`config.mk`:
```
export PLATFORM = sky130hd
export DESIGN_NAME = rr_arb_mux_flat
export DESIGN_NICKNAME = d
export VERILOG_FILES = /design/src/rtl/rr_arb_mux_if.sv /design/src/rtl/rr_arb_mux.sv /design/src/flat_wrapper.sv
export SDC_FILE = /design/constraint.sdc
export NUM_CORES = 1
export LEC_CHECK = 0
export CAP_MARGIN = 20
export CELL_PAD_IN_SITES_DETAIL_PLACEMENT = 1
export CELL_PAD_IN_SITES_GLOBAL_PLACEMENT = 2
export CORE_MARGIN = 4
export CORE_UTILIZATION = 22
export CTS_CLUSTER_DIAMETER = 80
export DETAILED_ROUTE_END_ITERATION = 10
export GPL_TIMING_DRIVEN = 0
export PLACE_DENSITY_LB_ADDON = 0.2
export SETUP_SLACK_MARGIN = 0.05
export SLEW_MARGIN = 20
export SYNTH_ARGS = -nofsm -noshare
export SYNTH_HDL_FRONTEND = slang
export SYNTH_SLANG_ARGS = --single-unit
```
`constraint.sdc`:
```
create_clock -name i_clk -period 2.1 [get_ports i_clk]
set_input_delay 0.42 -clock i_clk [delete_from_list [all_inputs] [get_ports i_clk]]
set_output_delay 0.42 -clock i_clk [all_outputs]
set_load 0.03 [all_outputs]
```
`src/rtl/rr_arb_mux_if.sv`:
```
// rtl/rr_arb_mux_if.sv - channel inputs, output word and status bundle for rr_arb_mux
interface rr_arb_mux_if #(
  parameter int WIDTH    = 8,
  parameter int CHANNELS = 4
);
  localparam int SEL_W = $clog2(CHANNELS);

  logic [CHANNELS*WIDTH-1:0] i_in_data;
  logic [CHANNELS-1:0]       i_in_valid;
  logic [CHANNELS-1:0]       o_in_ready;
  logic [WIDTH-1:0]          o_out_data;
  logic                      o_out_valid;
  logic                      i_out_ready;
  logic [SEL_W-1:0]          o_out_sel;
  logic [15:0]               o_grant_count;

  // arbiter side
  modport slave (
    input  i_in_data, i_in_valid, i_out_ready,
    output o_in_ready, o_out_data, o_out_valid, o_out_sel, o_grant_count
  );

  // producer/consumer side
  modport master (
    output i_in_data, i_in_valid, i_out_ready,
    input  o_in_ready, o_out_data, o_out_valid, o_out_sel, o_grant_count
  );
endinterface

```
`src/rtl/rr_arb_mux.sv`:
```
// rtl/rr_arb_mux.sv - round-robin / fixed-priority N:1 arbiter with a registered output word
module rr_arb_mux #(
  parameter int WIDTH    = 8,
  parameter int CHANNELS = 4,
  parameter int MODE     = 1
) (
  input  logic        i_clk,
  input  logic        i_rst_n,
  rr_arb_mux_if.slave bus
);
  localparam int SEL_W = $clog2(CHANNELS);

  logic [SEL_W-1:0]    r_ptr;
  logic [SEL_W-1:0]    r_out_sel;
  logic [WIDTH-1:0]    r_out_data;
  logic                r_out_valid;
  logic [15:0]         r_grant_count;

  logic                w_load;
  logic                w_found;
  logic                w_xfer;
  logic [SEL_W-1:0]    w_winner;
  logic [WIDTH-1:0]    w_win_data;
  logic [CHANNELS-1:0] w_in_ready;

  // output register can take a new word when empty or being drained this cycle
  assign w_load = !r_out_valid || bus.i_out_ready;
  // no transfer may happen while reset is held, even though load is true then
  assign w_xfer = i_rst_n && w_load && w_found;

  // winner search: first pass covers channels at or above ptr, second pass wraps to the lowest
  always_comb begin
    w_found  = 1'b0;
    w_winner = '0;
    for (int c = 0; c < CHANNELS; c++) begin
      if (!w_found && bus.i_in_valid[c] && (SEL_W'(c) >= r_ptr)) begin
        w_found  = 1'b1;
        w_winner = SEL_W'(c);
      end
    end
    for (int c = 0; c < CHANNELS; c++) begin
      if (!w_found && bus.i_in_valid[c]) begin
        w_found  = 1'b1;
        w_winner = SEL_W'(c);
      end
    end
  end

  // one-hot ready and data select; only the winning lane is read so X on idle lanes cannot leak
  always_comb begin
    w_in_ready = '0;
    w_win_data = '0;
    for (int c = 0; c < CHANNELS; c++) begin
      if (w_winner == SEL_W'(c)) begin
        w_in_ready[c] = w_xfer;
        w_win_data    = bus.i_in_data[c*WIDTH +: WIDTH];
      end
    end
  end

  // output word, rotation pointer and transfer counter
  always_ff @(posedge i_clk or negedge i_rst_n) begin
    if (!i_rst_n) begin
      r_out_valid   <= 1'b0;
      r_out_data    <= '0;
      r_out_sel     <= '0;
      r_ptr         <= '0;
      r_grant_count <= '0;
    end else if (w_load) begin
      if (w_xfer) begin
        r_out_valid   <= 1'b1;
        r_out_data    <= w_win_data;
        r_out_sel     <= w_winner;
        r_grant_count <= r_grant_count + 16'd1;
        if (MODE == 1) begin
          r_ptr <= (w_winner == SEL_W'(CHANNELS - 1)) ? '0 : w_winner + 1'b1;
        end
      end else begin
        r_out_valid <= 1'b0;
      end
    end
  end

  assign bus.o_in_ready    = w_in_ready;
  assign bus.o_out_data    = r_out_data;
  assign bus.o_out_valid   = r_out_valid;
  assign bus.o_out_sel     = r_out_sel;
  assign bus.o_grant_count = r_grant_count;
endmodule

```
`src/flat_wrapper.sv`:
```
// flat-port wrapper written by rule: the top's interface ports become plain ports
module rr_arb_mux_flat 
#(
  parameter int WIDTH    = 8,
  parameter int CHANNELS = 4,
  parameter int MODE     = 1
)
  (i_clk, i_rst_n, bus_i_in_data, bus_i_in_valid, bus_i_out_ready, bus_o_in_ready, bus_o_out_data, bus_o_out_valid, bus_o_out_sel, bus_o_grant_count);
  rr_arb_mux_if #(.WIDTH(WIDTH), .CHANNELS(CHANNELS)) bus_i ();
  input  logic i_clk;
  input  logic i_rst_n;
  input wire logic [$bits(bus_i.i_in_data)-1:0] bus_i_in_data;
  input wire logic [$bits(bus_i.i_in_valid)-1:0] bus_i_in_valid;
  input wire logic [$bits(bus_i.i_out_ready)-1:0] bus_i_out_ready;
  output wire logic [$bits(bus_i.o_in_ready)-1:0] bus_o_in_ready;
  output wire logic [$bits(bus_i.o_out_data)-1:0] bus_o_out_data;
  output wire logic [$bits(bus_i.o_out_valid)-1:0] bus_o_out_valid;
  output wire logic [$bits(bus_i.o_out_sel)-1:0] bus_o_out_sel;
  output wire logic [$bits(bus_i.o_grant_count)-1:0] bus_o_grant_count;
  assign bus_i.i_in_data = bus_i_in_data;
  assign bus_i.i_in_valid = bus_i_in_valid;
  assign bus_i.i_out_ready = bus_i_out_ready;
  assign bus_o_in_ready = bus_i.o_in_ready;
  assign bus_o_out_data = bus_i.o_out_data;
  assign bus_o_out_valid = bus_i.o_out_valid;
  assign bus_o_out_sel = bus_i.o_out_sel;
  assign bus_o_grant_count = bus_i.o_grant_count;
  rr_arb_mux #(.WIDTH(WIDTH), .CHANNELS(CHANNELS), .MODE(MODE)) u_core (.i_clk(i_clk), .i_rst_n(i_rst_n), .bus(bus_i));
endmodule
```
### Word level (Yosys, flattened, before mapping)

Cells that the tools add are included.

| operators by class | value |
|---|---|
| add/subtract/negate cells | 2 |
| order comparisons | 4 |
| eq/ne operators | 3 |
| mux-type cells | 25 |
| reductions and logical operators | 24 |

Operator list:

| cell | count |
|---|---|
| 8-bit 2-to-1 mux | 4 |
| 16-bit by 1-bit adder with 16-bit output (second input constant) | 1 |
| 1-bit 2-to-1 mux | 14 |
| 2-bit 2-to-1 mux | 7 |
| 1-bit logical AND | 13 |
| 1-bit logical NOT | 8 |
| 2-bit equality test (second input constant) | 2 |
| 1-bit by 2-bit greater-or-equal comparator with 1-bit output (first input constant) | 2 |
| 2-bit greater-or-equal comparator (first input constant) | 2 |
| 2-bit by 1-bit adder with 2-bit output (second input constant) | 1 |
| 2-bit by 1-bit equality test with 1-bit output (second input constant) | 1 |
| 2-bit logical NOT | 1 |
| 2-bit AND reduction | 1 |
| 1-bit logical OR | 1 |

| storage, ports and cells | value |
|---|---|
| bits in registers | 29 |
| input bits | 39 |
| output and inout port bits | 31 |
| word-level logic and storage cells | 63 |

### Longest topological paths before layout

Gate-level depths: netlist of run 1.

| depth | value |
|---|---|
| word-level depth | 32 |
| mapped depth | 11 |
| mapped depth without buffers | 9 |

### Worst setup path before layout of run 1

OpenSTA, ideal clock, no wires.

| timing | value |
|---|---|
| kind | in2out |
| from | in bus_i_in_valid[1] |
| to | out bus_o_in_ready[2] |
| arrival | 1838 ps |
| required time | 1680 ps |
| slack | -158 ps |
| stages on the path | 8 |
| buffers on the path | 2 |
| cell sequence | a21boi_0 o22ai_1 a21oi_1 inv_1 ha_1 clkbuf_1 clkbuf_1 and2_1 |

| on the way | value |
|---|---|
| word-level cells in the longest chain between the ends | 25 |
| elaborated cells between the ends (all ways) | 33 |
| those cells by class | eq/ne (1); mux (15); reduce/logical (17) |

Ends and longest elaborated chain:

| item | line | RTL |
|---|---|---|
| from (decl) | flat_wrapper.sv:13 | `input wire logic [$bits(bus_i.i_in_valid)-1:0] bus_i_in_valid;` |
| 1-bit logical AND (2 in series) | rr_arb_mux.sv:36 | `if (!w_found && bus.i_in_valid[c] && (SEL_W'(c) >= r_ptr)) begin` |
| 1-bit 2-to-1 mux | rr_arb_mux.sv:36 |  |
| 1-bit logical NOT | rr_arb_mux.sv:36 |  |
| 1-bit logical AND (2 in series) | rr_arb_mux.sv:36 |  |
| 1-bit 2-to-1 mux | rr_arb_mux.sv:36 |  |
| 1-bit logical NOT | rr_arb_mux.sv:36 |  |
| 1-bit logical AND (2 in series) | rr_arb_mux.sv:36 |  |
| 1-bit 2-to-1 mux | rr_arb_mux.sv:36 |  |
| (+7 left out) | n/a |  |
| 1-bit logical AND | rr_arb_mux.sv:42 | `if (!w_found && bus.i_in_valid[c]) begin` |
| 1-bit 2-to-1 mux | rr_arb_mux.sv:42 |  |
| 1-bit logical NOT | rr_arb_mux.sv:42 |  |
| 1-bit logical AND | rr_arb_mux.sv:42 |  |
| 2-bit 2-to-1 mux * | rr_arb_mux.sv:42 |  |
| via u_core.w_winner[0] | rr_arb_mux.sv:22 | `logic [SEL_W-1:0] w_winner;` |
| 2-bit equality test * | rr_arb_mux.sv:54 | `if (w_winner == SEL_W'(c)) begin` |
| 1-bit 2-to-1 mux * | rr_arb_mux.sv:54 |  |
| to (decl) | flat_wrapper.sv:15 | `output wire logic [$bits(bus_i.o_in_ready)-1:0] bus_o_in_ready;` |

Mark *: on every way through the listed nets, which the timed path passes. The rest lies on a longest branch.

### Worst setup path after layout of run 1

| timing | value |
|---|---|
| from | reg u_core.r_ptr[1] |
| to | out bus_o_in_ready[1] |

| on the way | value |
|---|---|
| word-level cells in the longest chain between the ends | 29 |
| elaborated cells between the ends (all ways) | 40 |
| those cells by class | order compare (4); eq/ne (1); mux (16); reduce/logical (19) |

Ends and longest elaborated chain:

| item | line | RTL |
|---|---|---|
| from (decl) | rr_arb_mux.sv:13 | `logic [SEL_W-1:0] r_ptr;` |
| from (signal assigned) | rr_arb_mux.sv:76 | `r_ptr <= (w_winner == SEL_W'(CHANNELS - 1)) ? '0 : w_winner + 1'b1;` |
| 1-bit by 2-bit greater-or-equal comparator with 1-bit output | rr_arb_mux.sv:36 |  |
| 1-bit logical AND | rr_arb_mux.sv:36 |  |
| 1-bit 2-to-1 mux | rr_arb_mux.sv:36 |  |
| 1-bit logical NOT | rr_arb_mux.sv:36 |  |
| 1-bit logical AND (2 in series) | rr_arb_mux.sv:36 |  |
| 1-bit 2-to-1 mux | rr_arb_mux.sv:36 |  |
| 1-bit logical NOT | rr_arb_mux.sv:36 |  |
| 1-bit logical AND (2 in series) | rr_arb_mux.sv:36 |  |
| (+12 left out) | n/a |  |
| 1-bit logical AND | rr_arb_mux.sv:42 |  |
| 1-bit 2-to-1 mux | rr_arb_mux.sv:42 |  |
| 1-bit logical NOT | rr_arb_mux.sv:42 |  |
| 1-bit logical AND | rr_arb_mux.sv:42 |  |
| 2-bit 2-to-1 mux * | rr_arb_mux.sv:42 |  |
| via u_core.w_winner[0] | rr_arb_mux.sv:22 |  |
| 2-bit by 1-bit equality test with 1-bit output * | rr_arb_mux.sv:54 |  |
| 1-bit 2-to-1 mux * | rr_arb_mux.sv:54 |  |

Marked as above.

==> impl_results.md, run 1 <==
- Outcome: finished with violations
- Violated checks: setup timing
- GRT Total Usage: 0.138
- Post-Syn Area: roughly 0.0016 mm2
- Ys Warns: 0
- Net Sw Frac: 0.402
- Synth top area share: 0.453
- IO Count: 70
- Pint: 1930 uW
- Mux contribution to synthesized area: 0.0133
- Net Switching: roughly 1300 uW
- Fin. max-slew vios: 0
- PwrDens: 1120 mW/mm2
- Largest net degree at the start of global routing: 25
- Final period util: 1.12
- DRC errors left: 0
- Final worst setup slack: -245 ps
- Cell count after synthesis: approximately 160
- Clock Power Share: 0.162
- Skew final: roughly 5.9 ps
- Post-Synth Simple-Gate Area: 0.161
- Max_cap viols: 0
- Peak VDD IR: 0.472 mV
- Crit Path Class: reg -> out
- Routed vias: 1,600
- Core area: between 0.006 and 0.007 mm2
- 1st-iter DRT viols: 24
- Top post-synthesis cells by count: dfrtp_1 (29), a21oi_1 (20), xnor2_1 (14), nand2_1 (13), inv_1 (11)
- Clock slew at reported path FFs: about 70 ps
- WL final: 5730 um
- Critical Path Fanout Max: 5
- Sequential element share of the synthesized area: 0.453
- CP Launch Type: flip-flop
- CTS sink cnt: 29
- RSZ-0062 raised after global routing: true
- Vias in the first global route: about 1,700
- CTS tree: built
- Syn-to-layout area delta: 79.5%
- Ant diodes: 0
- Synth Area in Compound Gates: 0.189
- Pwr Total: 3230 uW
- Clk buf depth: 2
- Root Buffer Master: clkbuf_8
- Die ar.: between 0.008 and 0.009 mm2
- First-pass GRT wire length: ~9300 um
- WL/cell: around 16 um
- Synth area leaders: dfrtp_1 (45%), xnor2_1 (7.7%), a21oi_1 (6.2%)
- Final Hold Vio Count: 0
- Largest family of logic cells by synthesized area: compound AO/OA/AOI/OAI gates
- Synth Area per Inst: 9.89 um2
- Fill count: 780
- Site row count: 30
- Final HPWL DP: roughly 4000 um
- Starting Density: 0.231
- Number of iterations in the first detailed-routing pass: 4
- Port bufs: between 60 and 70
- Worst-margin pin slew: just under 600 ps
- Placer's final routability congestion estimate: between 0.7 and 0.8
- Vias per cell: 4.53
- Synth Register Bits: 29
- Die Ht: around 93 um
- Synth Flop Type: dfrtp_1
- DP Worst Slack: -1420 ps
- Min Tclk post-route: 2340 ps
- EDFF count, synth: 0
- Slew HR: 0.615
- Final ANT Viol Nets: 0
- Skew-Pair Late Insertion Delay: 280 ps
- CP arrival: ~1900 ps
- Xor and xnor fraction of the mapped netlist area: 0.0820
- Final nets: 300
- R2R cell count: 11
- Adder-cell area share of the yosys netlist: 0.0390
- Combinational Power Share: 0.567
- Leading area contributor after synthesis: dfrtp_1
- Grt total ovfl: 0
- Async SR Flop Fraction: 1.00
- Hold crit path type: in -> async
- Distinct cell type count after synthesis: 34
- H-Tree Depth: 2
- Initial antenna violation count: 0
- Final setup vio count: 12
- Pleak: 0.00121 uW
- Fmax: between 400 and 500 MHz
- Share of cells above drive strength 1: 0.280
- Most frequent cell after synthesis: dfrtp_1
- Flop pwr share: 0.271
- Worst Path Required: between 1500 and 2000 ps
- Syn nets: between 200 and 250
- Cts bufs inserted: 5
- Crit. End Element: output port
- Die outline width: 93.4 um
[sequential cells by signal (all words and copies together), names as in the netlist]
| signal | cells |
|---|---|
| u_core.bus.o_grant_count | 16 |
| u_core.bus.o_out_data | 8 |
| u_core.bus.o_out_sel | 2 |
| u_core.bus.o_out_valid | 1 |
| u_core.r_ptr | 2 |
[final timing paths]
path / start / end / slack, ps
worst min register to register: u_core.bus.o_grant_count[15]$_DFFE_PN0P_ / u_core.bus.o_grant_count[15]$_DFFE_PN0P_ / 470
worst min-delay path: i_rst_n / u_core.bus.o_grant_count[12]$_DFFE_PN0P_ / 80
max in group asynchronous: i_rst_n / u_core.r_ptr[0]$_DFFE_PN0P_ / 1310
worst max register to register: u_core.r_ptr[1]$_DFFE_PN0P_ / u_core.bus.o_out_data[7]$_DFFE_PN0P_ / -190
min in group i_clk: u_core.bus.o_grant_count[15]$_DFFE_PN0P_ / u_core.bus.o_grant_count[15]$_DFFE_PN0P_ / 470
worst max-delay path: u_core.r_ptr[1]$_DFFE_PN0P_ / bus_o_in_ready[1] / -240
[routing by layer]
metal | share of wire | routed length, um | track usage
met2 | 0.51 | 2940 | 0.226
met4 | 0.013 | 73 | 0.0464
met5 | 0 | 0 | 0
met1 | 0.43 | 2480 | 0.175
met3 | 0.042 | 240 | 0.0354
[stage by stage]
stage | TNS [ps] | area [um2] | utilization | hold slack, ps | instances
after floorplan | 0 | 1620 | - | 124 | 162
after global placement | -46700 | 2430 | 0.350 | 463 | 327
after detailed placement | -13710 | 2450 | 0.352 | 277 | 328
after CTS | -1830 | 2830 | 0.407 | 78.6 | 351
after global routing | -3100 | 2880 | 0.414 | 92.8 | 353
final | -1510 | 2880 | 0.414 | 75.7 | 353
[power groups by stage]
stage               combinational, uW  sequential (uW)  clock, uW
floorplan                         553             1130          0
global placement                 1380              884          0
detailed placement               1390              883          0
CTS                              1770              874        542
global route                     1970              901        559
finish                           1830              874        524
[area by class of cell]
cell class,count,area [um2],share of cell area
clock buffers,7,96.3,0.0335
inverters,11,41.3,0.0143
clock inverters,1,5.00,0.00174
repair buffers,89,892,0.310
well taps,96,120,0.0417
multi-input cells,113,911,0.317
flip-flops and latches,29,727,0.253
plain buffers,7,85.1,0.0296
[layout by cell type, fill, tap and decap left out, types with 9 or more instances in the layout]
cell / count
nor2_1: 9
dfrtp_1: 28
nand2_1: 13
inv_1: 9
buf_4: 18
a21oi_2: 9
xnor2_1: 14
a21oi_1: 11
clkdlybuf4s50_1: 60
[critical path: stages (launching register included)]
cell and delay [ps]:
dfrtp_2 420, mux2i_1 200, o22ai_1 110, a21oi_2 240
buf_4 190, ha_4 140, buf_8 90, and2_4 120
buf_6 120
[cell families after synthesis]
| family | after synthesis |
|---|---|
| xor+xnor | 15 |
| buf+inv | 20 |
| compound gates | 43 |
| simple gates | 48 |
| fa+ha+maj | 5 |
| flops | 29 |
| mux | 2 |
[repair_timing]
action | in CTS | in global routing
gates cloned | 1 | 0
pin swaps | 10 | 15
buffers inserted | 14 | 4
hold endpoints to repair | 6 | 0
setup endpoints to repair | 13 | 15
gates resized for setup | 70 | 10
hold buffers | 1 | 0
(Power assumes the default switching activity.)
==> run 2, diff against run 1 <==
--- a/constraint.sdc
+++ b/constraint.sdc
@@ -3,2 +3,2 @@
 set_output_delay 0.42 -clock i_clk [all_outputs]
-set_load 0.03 [all_outputs]
+set_load 0.02 [all_outputs]
==> run 2 against run 1 <==
  * Power increased by 2.1%
  * Clock skew down 0.92 ps
  * First-iteration DRC count increased by 42%
  * Largest cell class unchanged
  * The run still ends with setup timing left
  * Non-clock buffer count stayed put
  * Critical endpoint unchanged
  * Global-route usage shrank 0.76 points
  * Die area unchanged
  * Final cell count is the same
  * Design area rose by 1.9%
==> impl_results.md, run 2 (same netlist as run 1, synthesis figures left out) <==
- Multi-input logic area: a little over 900 um2
- Vias per cell: 4.41
- Post-Layout Cell Count: 353
- FF+latch area: ~730 um2
- Commonest cells after routing, fill and taps aside: clkdlybuf4s50_1 (60), dfrtp_1 (28), buf_4 (17)
- Clock slew at reported path FFs: approximately 70 ps
- R2R setup slack: -60 ps
- Clk buf depth: 2
- GRT Total Usage: 0.130
- Cts bufs inserted: 5
- 1st-iter DRT viols: 34
- Final ANT Viol Nets: 0
- Combinational Power Share: 0.522
- IO Count: 70
- Max_cap viols: 0
- Placer's final routability congestion estimate: 0.704
- Fin. max-slew vios: 0
- Starting Density: 0.231
- Clock Power Share: 0.214
- Final setup vio count: 11
- Pleak: approximately 0.0012 uW
- Outcome: finished with violations
- Min Tclk post-route: roughly 2300 ps
- Share of cells above drive strength 1: 0.288
- Worst Path Required: ~1700 ps
- First-pass GRT wire length: 8750 um
- Final worst setup slack: -210 ps
- Crit. End Element: output port
- Final nets: 300
- Vias in the first global route: between 1,500 and 2,000
- Final TNS setup: -914 ps
- Final Hold Vio Count: 0
- Reg-to-Reg Start: u_core.r_ptr[1]$_DFFE_PN0P_
- CP arrival: roughly 1900 ps
- Root Buffer Master: clkbuf_8
- Initial antenna violation count: 0
- Syn-to-layout area delta: 83.0%
- Largest net degree at the start of global routing: 21
- Final period util: 1.10
- Pwr Total: 3300 uW
- Launch point of the worst path: u_core.r_ptr[1]$_DFFE_PN0P_
- Hold buffer count at CTS: 0
- R2R cell count: 12
- Max reg flops: 16
- Port bufs: 69
- Fill count: 768
- Die ar.: around 0.0087 mm2
- Net Switching: 1180 uW
- Flop pwr share: 0.264
- Ant diodes: 0
- Grt total ovfl: 0
- Final HPWL DP: around 4000 um
- CTS tree: built
- Core area: between 0.006 and 0.007 mm2
- Peak VDD IR: ~0.39 mV
- Critical Path Fanout Max: 5
- Most common cell after layout, fill and taps aside: clkdlybuf4s50_1
- Violated checks: setup timing
- RSZ-0062 raised after global routing: true
- Routed vias: 1,556
- Skew-Pair Late Insertion Delay: 280 ps
- CP Launch Type: flip-flop
- Net Sw Frac: 0.357
- Worst-margin pin slew: 530 ps
- Die Ht: between 90 and 100 um
- WL/cell: 15.4 um
- Hold crit path type: in -> async
- Crit Path Class: reg -> out
- PwrDens: ~1100 mW/mm2
- DRC errors left: 0
- Finished Cell Area: 0.00293 mm2
- WL final: roughly 5400 um
- Fmax: between 400 and 500 MHz
- Placed Area: approximately 0.0025 mm2
- Site row count: 30
- Placed cells: 328
- Die outline width: between 90 and 100 um
- H-Tree Depth: 2
- Pint: approximately 2100 uW
- Skew final: between 5 and 6 ps
- Number of iterations in the first detailed-routing pass: 3
- Slew HR: 0.647
- CTS sink cnt: 29
==> run 2: cell types whose count changed in the layout (fill, tap and decap cells not counted), moves of 2 or more <==
cell / before / now
bufinv_16: 0 / 2
buf_8: 4 / 1
buf_6: 4 / 8
clkbuf_8: 7 / 5
==> run 2: layout make-up <==
cell class / count / share of cell area
multi-input combinational: 113 / 0.317
clock inverter: 3 / 0.0222
inverter: 11 / 0.0141
tap: 96 / 0.0410
clock buffer: 5 / 0.0235
buffer: 7 / 0.0324
timing repair buffer: 89 / 0.302
sequential: 29 / 0.248
==> run 2: power groups by stage <==
stage | clock network, uW | registers [uW] | logic, uW
final | 705 | 873 | 1720
after global routing | 751 | 903 | 1860
after CTS | 719 | 874 | 1550
after detailed placement | 0 | 883 | 1280
after global placement | 0 | 886 | 1260
after floorplan | 0 | 1020 | 546
==> run 2: worst paths after layout <==
check	endpoint
setup / recovery	bus_o_in_ready[1]
hold / removal	u_core.bus.o_grant_count[13]$_DFFE_PN0P_
setup reg to reg	u_core.bus.o_out_data[1]$_DFFE_PN0P_
hold reg to reg	u_core.bus.o_grant_count[15]$_DFFE_PN0P_
max in group asynchronous	u_core.bus.o_grant_count[5]$_DFFE_PN0P_
min in group i_clk	u_core.bus.o_grant_count[15]$_DFFE_PN0P_
==> run 2: repair_timing <==
action                     CTS  global route
pin swaps                    5            18
setup endpoints to repair   15            14
setup buffers               12             8
gates resized for setup     60            22
==> run 2: layer usage <==
layer | GRT usage | vias up | wire, um
li1 | - | 756 | -
met3 | 0.0354 | 4 | 194
met2 | 0.220 | 27 | 2770
met1 | 0.163 | 769 | 2450
met4 | 0.0330 | 0 | 37
met5 | 0 | - | 0
==> run 2: stage by stage <==
| step | hold WS, ps | util | setup slack [ps] |
|---|---|---|---|
| final | 24.0 | 0.422 | -210 |
| after global routing | 23.7 | 0.422 | -279 |
| after CTS | 30.0 | 0.403 | -310 |
| after detailed placement | 343 | 0.353 | -1300 |
| after global placement | 461 | 0.350 | -2060 |
| after floorplan | 124 | - | 60.5 |
==> run 2: worst max-delay path, stage by stage, from the launching register on <==
cell and delay [ps]:
dfrtp_2 440, a21oi_2 150, o21a_1 130, o22ai_2 90, buf_4 160, buf_6 110
ha_4 160, buf_8 120, and2_4 130, buf_6 120
